File: src/rtl/clcd_bus_driver_if.sv
// rtl/clcd_bus_driver_if.sv - Initiator and LCD bus signal bundle for clcd_bus_driver.
interface clcd_bus_driver_if;
  logic [7:0] iDATA;
  logic       iRS;
  logic       iStart;
  logic       oDone;
  logic       oBusy;
  logic [7:0] LCD_DATA;
  logic       LCD_RW;
  logic       LCD_EN;
  logic       LCD_RS;

  modport master (
    output iDATA, iRS, iStart,
    input  oDone, oBusy, LCD_DATA, LCD_RW, LCD_EN, LCD_RS
  );

  modport slave (
    input  iDATA, iRS, iStart,
    output oDone, oBusy, LCD_DATA, LCD_RW, LCD_EN, LCD_RS
  );
endinterface

File: src/rtl/clcd_bus_driver.sv
// rtl/clcd_bus_driver.sv - Character LCD write-cycle sequencer (setup/EN pulse/hold/exec wait).
// Define CLCD_LONG_CMD_EN to give clear/home instructions the T_LONG execution wait.
module clcd_bus_driver #(
  parameter int T_SETUP = 4,
  parameter int T_EN    = 16,
  parameter int T_HOLD  = 4,
  parameter int T_EXEC  = 2000,
  parameter int T_LONG  = 82000
) (
  input  logic iCLK,
  input  logic iRST_N,
  clcd_bus_driver_if.slave bus
);

  function automatic int max2(input int a, input int b);
    return (a > b) ? a : b;
  endfunction

  localparam int T_MAX = max2(max2(max2(T_SETUP, T_EN), max2(T_HOLD, T_EXEC)), T_LONG);
  localparam int CW    = ($clog2(T_MAX + 1) > 17) ? $clog2(T_MAX + 1) : 17;

  localparam logic [CW-1:0] LEN_SETUP = CW'(T_SETUP);
  localparam logic [CW-1:0] LEN_EN    = CW'(T_EN);
  localparam logic [CW-1:0] LEN_HOLD  = CW'(T_HOLD);
  localparam logic [CW-1:0] LEN_EXEC  = CW'(T_EXEC);
  localparam logic [CW-1:0] LEN_LONG  = CW'(T_LONG);

  typedef enum logic [2:0] {IDLE, SETUP, PULSE, HOLD, EXEC, DONE} state_t;

  state_t        state_q, state_d, nxt;
  logic [CW-1:0] cnt_q, cnt_d, wait_len;
  logic [7:0]    data_q, data_d;
  logic          rs_q, rs_d;
  logic          start_q, start_d;
  logic          en_q, en_d;
  logic          done_q, done_d;
  logic          busy_q, busy_d;
  logic          start_rise, advance;
  logic [3:0]    phase_nz;

  always_comb begin
    state_d    = state_q;
    cnt_d      = cnt_q;
    data_d     = data_q;
    rs_d       = rs_q;
    start_d    = bus.iStart;
    advance    = 1'b0;
    nxt        = DONE;
    start_rise = bus.iStart & ~start_q;

    if (state_q == IDLE && start_rise) begin
      data_d = bus.iDATA;
      rs_d   = bus.iRS;
    end

    // data_d/rs_d so a transfer with all earlier phases zero sees the new byte
`ifdef CLCD_LONG_CMD_EN
    wait_len = (!rs_d && (data_d == 8'h01 || data_d == 8'h02 || data_d == 8'h03)) ? LEN_LONG : LEN_EXEC;
`else
    wait_len = LEN_EXEC;
`endif

    phase_nz = {wait_len != '0, LEN_HOLD != '0, LEN_EN != '0, LEN_SETUP != '0};

    case (state_q)
      IDLE:                     advance = start_rise;
      SETUP, PULSE, HOLD, EXEC: begin
        if (cnt_q == '0) advance = 1'b1;
        else             cnt_d   = cnt_q - 1'b1;
      end
      default:                  state_d = IDLE;
    endcase

    // Earliest later phase with a nonzero length; zero-length phases are skipped outright
    if (phase_nz[3] && state_q < EXEC)  nxt = EXEC;
    if (phase_nz[2] && state_q < HOLD)  nxt = HOLD;
    if (phase_nz[1] && state_q < PULSE) nxt = PULSE;
    if (phase_nz[0] && state_q < SETUP) nxt = SETUP;

    if (advance) begin
      state_d = nxt;
      case (nxt)
        SETUP:   cnt_d = LEN_SETUP - 1'b1;
        PULSE:   cnt_d = LEN_EN - 1'b1;
        HOLD:    cnt_d = LEN_HOLD - 1'b1;
        EXEC:    cnt_d = wait_len - 1'b1;
        default: cnt_d = '0;
      endcase
    end

    en_d   = (state_d == PULSE);
    done_d = (state_d == DONE);
    busy_d = (state_d != IDLE);
  end

  always_ff @(posedge iCLK or negedge iRST_N) begin
    if (!iRST_N) begin
      state_q <= IDLE;
      cnt_q   <= '0;
      data_q  <= 8'h00;
      rs_q    <= 1'b0;
      start_q <= 1'b0;
      en_q    <= 1'b0;
      done_q  <= 1'b0;
      busy_q  <= 1'b0;
    end else begin
      state_q <= state_d;
      cnt_q   <= cnt_d;
      data_q  <= data_d;
      rs_q    <= rs_d;
      start_q <= start_d;
      en_q    <= en_d;
      done_q  <= done_d;
      busy_q  <= busy_d;
    end
  end

  assign bus.oDone    = done_q;
  assign bus.oBusy    = busy_q;
  assign bus.LCD_DATA = data_q;
  assign bus.LCD_RS   = rs_q;
  assign bus.LCD_EN   = en_q;
  assign bus.LCD_RW   = 1'b0;

endmodule

File: src/flat_wrapper.sv
// flat-port wrapper written by rule: the top's interface ports become plain ports
module clcd_bus_driver_flat 
#(
  parameter int T_SETUP = 4,
  parameter int T_EN    = 16,
  parameter int T_HOLD  = 4,
  parameter int T_EXEC  = 2000,
  parameter int T_LONG  = 82000
)
  (iCLK, iRST_N, bus_iDATA, bus_iRS, bus_iStart, bus_oDone, bus_oBusy, bus_LCD_DATA, bus_LCD_RW, bus_LCD_EN, bus_LCD_RS);
  clcd_bus_driver_if bus_i ();
  input  logic iCLK;
  input  logic iRST_N;
  input wire logic [$bits(bus_i.iDATA)-1:0] bus_iDATA;
  input wire logic [$bits(bus_i.iRS)-1:0] bus_iRS;
  input wire logic [$bits(bus_i.iStart)-1:0] bus_iStart;
  output wire logic [$bits(bus_i.oDone)-1:0] bus_oDone;
  output wire logic [$bits(bus_i.oBusy)-1:0] bus_oBusy;
  output wire logic [$bits(bus_i.LCD_DATA)-1:0] bus_LCD_DATA;
  output wire logic [$bits(bus_i.LCD_RW)-1:0] bus_LCD_RW;
  output wire logic [$bits(bus_i.LCD_EN)-1:0] bus_LCD_EN;
  output wire logic [$bits(bus_i.LCD_RS)-1:0] bus_LCD_RS;
  assign bus_i.iDATA = bus_iDATA;
  assign bus_i.iRS = bus_iRS;
  assign bus_i.iStart = bus_iStart;
  assign bus_oDone = bus_i.oDone;
  assign bus_oBusy = bus_i.oBusy;
  assign bus_LCD_DATA = bus_i.LCD_DATA;
  assign bus_LCD_RW = bus_i.LCD_RW;
  assign bus_LCD_EN = bus_i.LCD_EN;
  assign bus_LCD_RS = bus_i.LCD_RS;
  clcd_bus_driver #(.T_SETUP(T_SETUP), .T_EN(T_EN), .T_HOLD(T_HOLD), .T_EXEC(T_EXEC), .T_LONG(T_LONG)) u_core (.iCLK(iCLK), .iRST_N(iRST_N), .bus(bus_i));
endmodule
File: config.mk
export PLATFORM = sky130hd
export DESIGN_NAME = clcd_bus_driver_flat
export DESIGN_NICKNAME = d
export VERILOG_FILES = /design/src/rtl/clcd_bus_driver_if.sv /design/src/rtl/clcd_bus_driver.sv /design/src/flat_wrapper.sv
export SDC_FILE = /design/constraint.sdc
export NUM_CORES = 1
export LEC_CHECK = 0
export CORE_UTILIZATION = 52
export DETAILED_ROUTE_END_ITERATION = 8
export GPL_ROUTABILITY_DRIVEN = 0
export HOLD_SLACK_MARGIN = 0.03
export PLACE_DENSITY = 0.78
export SLEW_MARGIN = 20
export SYNTH_ARGS = -nofsm -noshare
export SYNTH_HDL_FRONTEND = slang
export SYNTH_SLANG_ARGS = --single-unit
File: constraint.sdc
create_clock -name iCLK -period 2.88 [get_ports iCLK]
set_clock_uncertainty 0.2 [all_clocks]
set_input_delay 0.864 -clock iCLK [delete_from_list [all_inputs] [get_ports iCLK]]
set_output_delay 0.864 -clock iCLK [all_outputs]
set_load 0.02 [all_outputs]
==> results.md, run 1 <==
* Status: finished with violations
* Failing checks: DRC
* Peak supply drop at approximately 0.63 mV
* Final worst-path cycle share at 85.2%
* FF-to-FF path depth at 5
* Pre-CTS WS at 0.323 ns
* WP depth at 5
* Total Nets Final at 215
* Clk Latency, worst-skew pair at 0.34 ns
* Clk pwr share at 13.9%
* Yosys reg bits at 33
* Num rows at 19
* Via Count at 1,350
* Worst setup margin at about 0.43 ns
* Largest net degree at the start of global routing at 34
* Internal at 1.06 mW
* Mean Syn Cell Area at 9.39 um^2
* Startpoint Class: flop
* Min Hold Slack at 0.288 ns
* Filler-free cell count of the finished design at 233
* Max Root-Sink Buffers at 2
* Clock sink count at 33
* Slowest CP cell: or4_4
* Vias per Instance at roughly 5.8
* First-pass GRT wire length at 5840 um
* Crit path max-delay family: simple AND/OR/NAND/NOR gates
* Final slew viol count at 0
* Worst Path Required at 2.96 ns
* Crit end category: flop
* Die area at 0.00330 mm^2
* Worst setup path class: flop to flop
* Layout Area Growth over Synthesis at 21.0%
* Core Area at 0.00283 mm^2
* Top layer in use: met4
* Met3 WL at 300 um
* Switching Fraction at 40.9%
* Slowest Stage Delay on Critical Path at between 0.5 and 0.6 ns
* Share of layout cells above drive strength 1 at 9.41%
* Synth warn at 0
* Resize count post-CTS at 0
* Critical-path maximum fanout at 6
* Cts hold-fix bufs at 0
* Net Sw Power at between 0.7 and 0.8 mW
* WHS Path Cells at 2
* Final setup violating endpoints at 0
* Cell Area, Synth at 0.00160 mm^2
* Ys async rst share at 100%
* Worst EP arrival at around 2.5 ns
* Root Buffer: clkbuf_4
* Yosys cell types at 35
* Residual DRC at 1
* Gr usage total at a little under a quarter
* Drt pass-1 iters at 7
* Die Width at 57.4 um
* Dominant synthesized flop cell: dfrtp_1
* Total grt overflow at 0
* Postcts setup bufs at 0
* RSZ-0062 raised after global routing: false
* Clock slew at reported path FFs at 0.10 ns
* Final Util at 68.3%
* Die H at between 50 and 60 um
* FILL cells at 225
* Slew HR at 47.4%
* Port bufs at 23
* Max Freq at 407 MHz
* CTS tree: yes
* Syn nets at around 180
* Initial antenna violation count at 0
* IO Count at 25
* Register area share after synthesis at 51.7%
* Final hold violation count at 0
* Htree depth at 2
* Antenna diodes at 0
* Placed cells at 225
* Max Cap Viol at 0
* Fin crit period at 2.45 ns
* Critical path cell sequence: or4_4, nor4_4, nand4_1, o31ai_1, a21o_2
* CTS buffer count at 5
* WL/cell at 14.5 um
* Setup TNS at 0 ns
* Initial Util at 56.4%
* Post-DP HPWL at ~2500 um
* Number of DRC markers in iteration 0 at 81
* Crit path buf inv count at 0
* PD cells at about 930 mW/mm^2
* Drt total wl at 3380 um
* Synthesized instance count at 170
* Detail Route Antenna Nets at 0
* WL met2 at around 1500 um
* Via count of the first global-routing pass at 1,318
* Combinational fraction of design power at 43.6%
* WL met1 at 1460 um
* Number of flops mapped to enable cells by yosys at 0
* Leakage power at 0.881 nW
* Sequential share of power at 42.5%
* HP Class: flop to flop
* Slew @ Worst Pin at 0.782 ns
==> registers in the layout, summed over array words and instances, names as in the netlist <==
register,count
u_core.bus.LCD_DATA,8
u_core.bus.LCD_EN,1
u_core.bus.LCD_RS,1
u_core.bus.oBusy,1
u_core.bus.oDone,1
u_core.cnt_q,17
u_core.start_q,1
u_core.state_q,3
==> stage by stage <==
| stage | power [mW] | instance area [um^2] |
|---|---|---|
| 6_report | 1.80 | 1930 |
| 5_1_grt | 1.92 | 1930 |
| 2_1_floorplan | 1.25 | 1600 |
| 3_3_place_gp | 1.53 | 1880 |
| 4_1_cts | 1.81 | 1930 |
| 3_5_place_dp | 1.55 | 1880 |
==> layout by cell type (no fill, tap or decap), types with 2 or more instances in the layout <==
cell type and instances:
nand2_1 36, dfrtp_1 33, clkdlybuf4s50_1 23, nor2_1 20
xnor2_1 8, a21oi_1 8, o21ai_0 7, inv_1 5
or3_1 5, nor3_1 5, nand3_1 5, clkbuf_4 5
buf_4 5, xor2_1 4, or4_1 3, nand4_1 3
a31oi_1 2, a31o_2 2, nor4_1 2, ha_1 2
clkinv_2 2
==> cells in the mapped netlist, types with 2 or more instances <==
cell      instances  area share [%]
a21oi_1           8             2.5
a31o_2            2             1.1
a31oi_1           2            0.78
buf_4             2            0.94
clkbuf_1          2            0.47
dfrtp_1          33              52
ha_1              2             1.6
inv_1             5             1.2
nand2_1          36             8.5
nand3_1           5             1.6
nand4_1           3             1.2
nor2_1           20             4.7
nor3_1            5             1.6
nor4_1            2            0.78
o21ai_0           7             2.2
or3_1             5             2.0
or4_1             3             1.4
xnor2_1           8             4.4
xor2_1            4             2.2
==> path summary, 6_finish.rpt <==
path	slack, ns	start	endpoint
max	0.43	u_core.cnt_q[8]	u_core.cnt_q[9]
min	0.29	u_core.bus.LCD_DATA[6]	u_core.bus.LCD_DATA[6]
max reg2reg	0.43	u_core.cnt_q[8]	u_core.cnt_q[9]
min reg2reg	0.29	u_core.bus.LCD_DATA[6]	u_core.bus.LCD_DATA[6]
max in group asynchronous	1.46	iRST_N	u_core.bus.LCD_DATA[4]
min in group asynchronous	0.71	iRST_N	u_core.cnt_q[7]
==> final cells by class <==
type,count,area (um^2),area share [%]
clock inverter,2,10.0,0.518
timing repair buffer,28,268,13.9
tap,31,38.8,2.01
sequential,33,826,42.7
clock buffer,6,41.3,2.14
inverter,5,18.8,0.972
multi-input combinational,128,729,37.8
==> power by group through the flow <==
stage,logic (mW),clock network [mW],registers [mW]
floorplan,0.424,0,0.827
global placement,0.770,0,0.759
detailed placement,0.782,0,0.771
CTS,0.787,0.254,0.765
global route,0.859,0.272,0.785
finish,0.785,0.251,0.765
==> cells by family after synthesis <==
logic type	Yosys count	synth area share, %
other	1	0.235
AO/OA/AOI/OAI	24	9.17
flip-flops	33	51.7
AND/OR/NAND/NOR	89	28.1
XOR/XNOR	12	6.58
adder cells (fa/ha/maj)	2	1.57
buffers and inverters	9	2.59
==> tightest hold or removal path, delay by kind of cell, from the launching register on <==
kind             cells  cell delay [ns]
flip-flops           1             0.36
AND/OR/NAND/NOR      2             0.10
==> routing by layer <==
layer | vias up | track usage [%]
li1 | 641 | -
met1 | 636 | 30.7
met2 | 62 | 36.2
met3 | 11 | 6.12
met4 | 0 | 13.2
met5 | - | 0
No activity file was read; power rests on OpenSTA's default activity.
==> inputs of run 2 (changes only) <==
--- a/config.mk
+++ b/config.mk
@@ -10,7 +10,6 @@
 export GPL_ROUTABILITY_DRIVEN = 0
 export HOLD_SLACK_MARGIN = 0.03
 export PLACE_DENSITY = 0.78
-export SLEW_MARGIN = 20
 export SYNTH_ARGS = -nofsm -noshare
 export SYNTH_HDL_FRONTEND = slang
 export SYNTH_SLANG_ARGS = --single-unit
==> results of run 2 <==
Same layout as run 1: the final DEF is identical, and so are final timing and power.
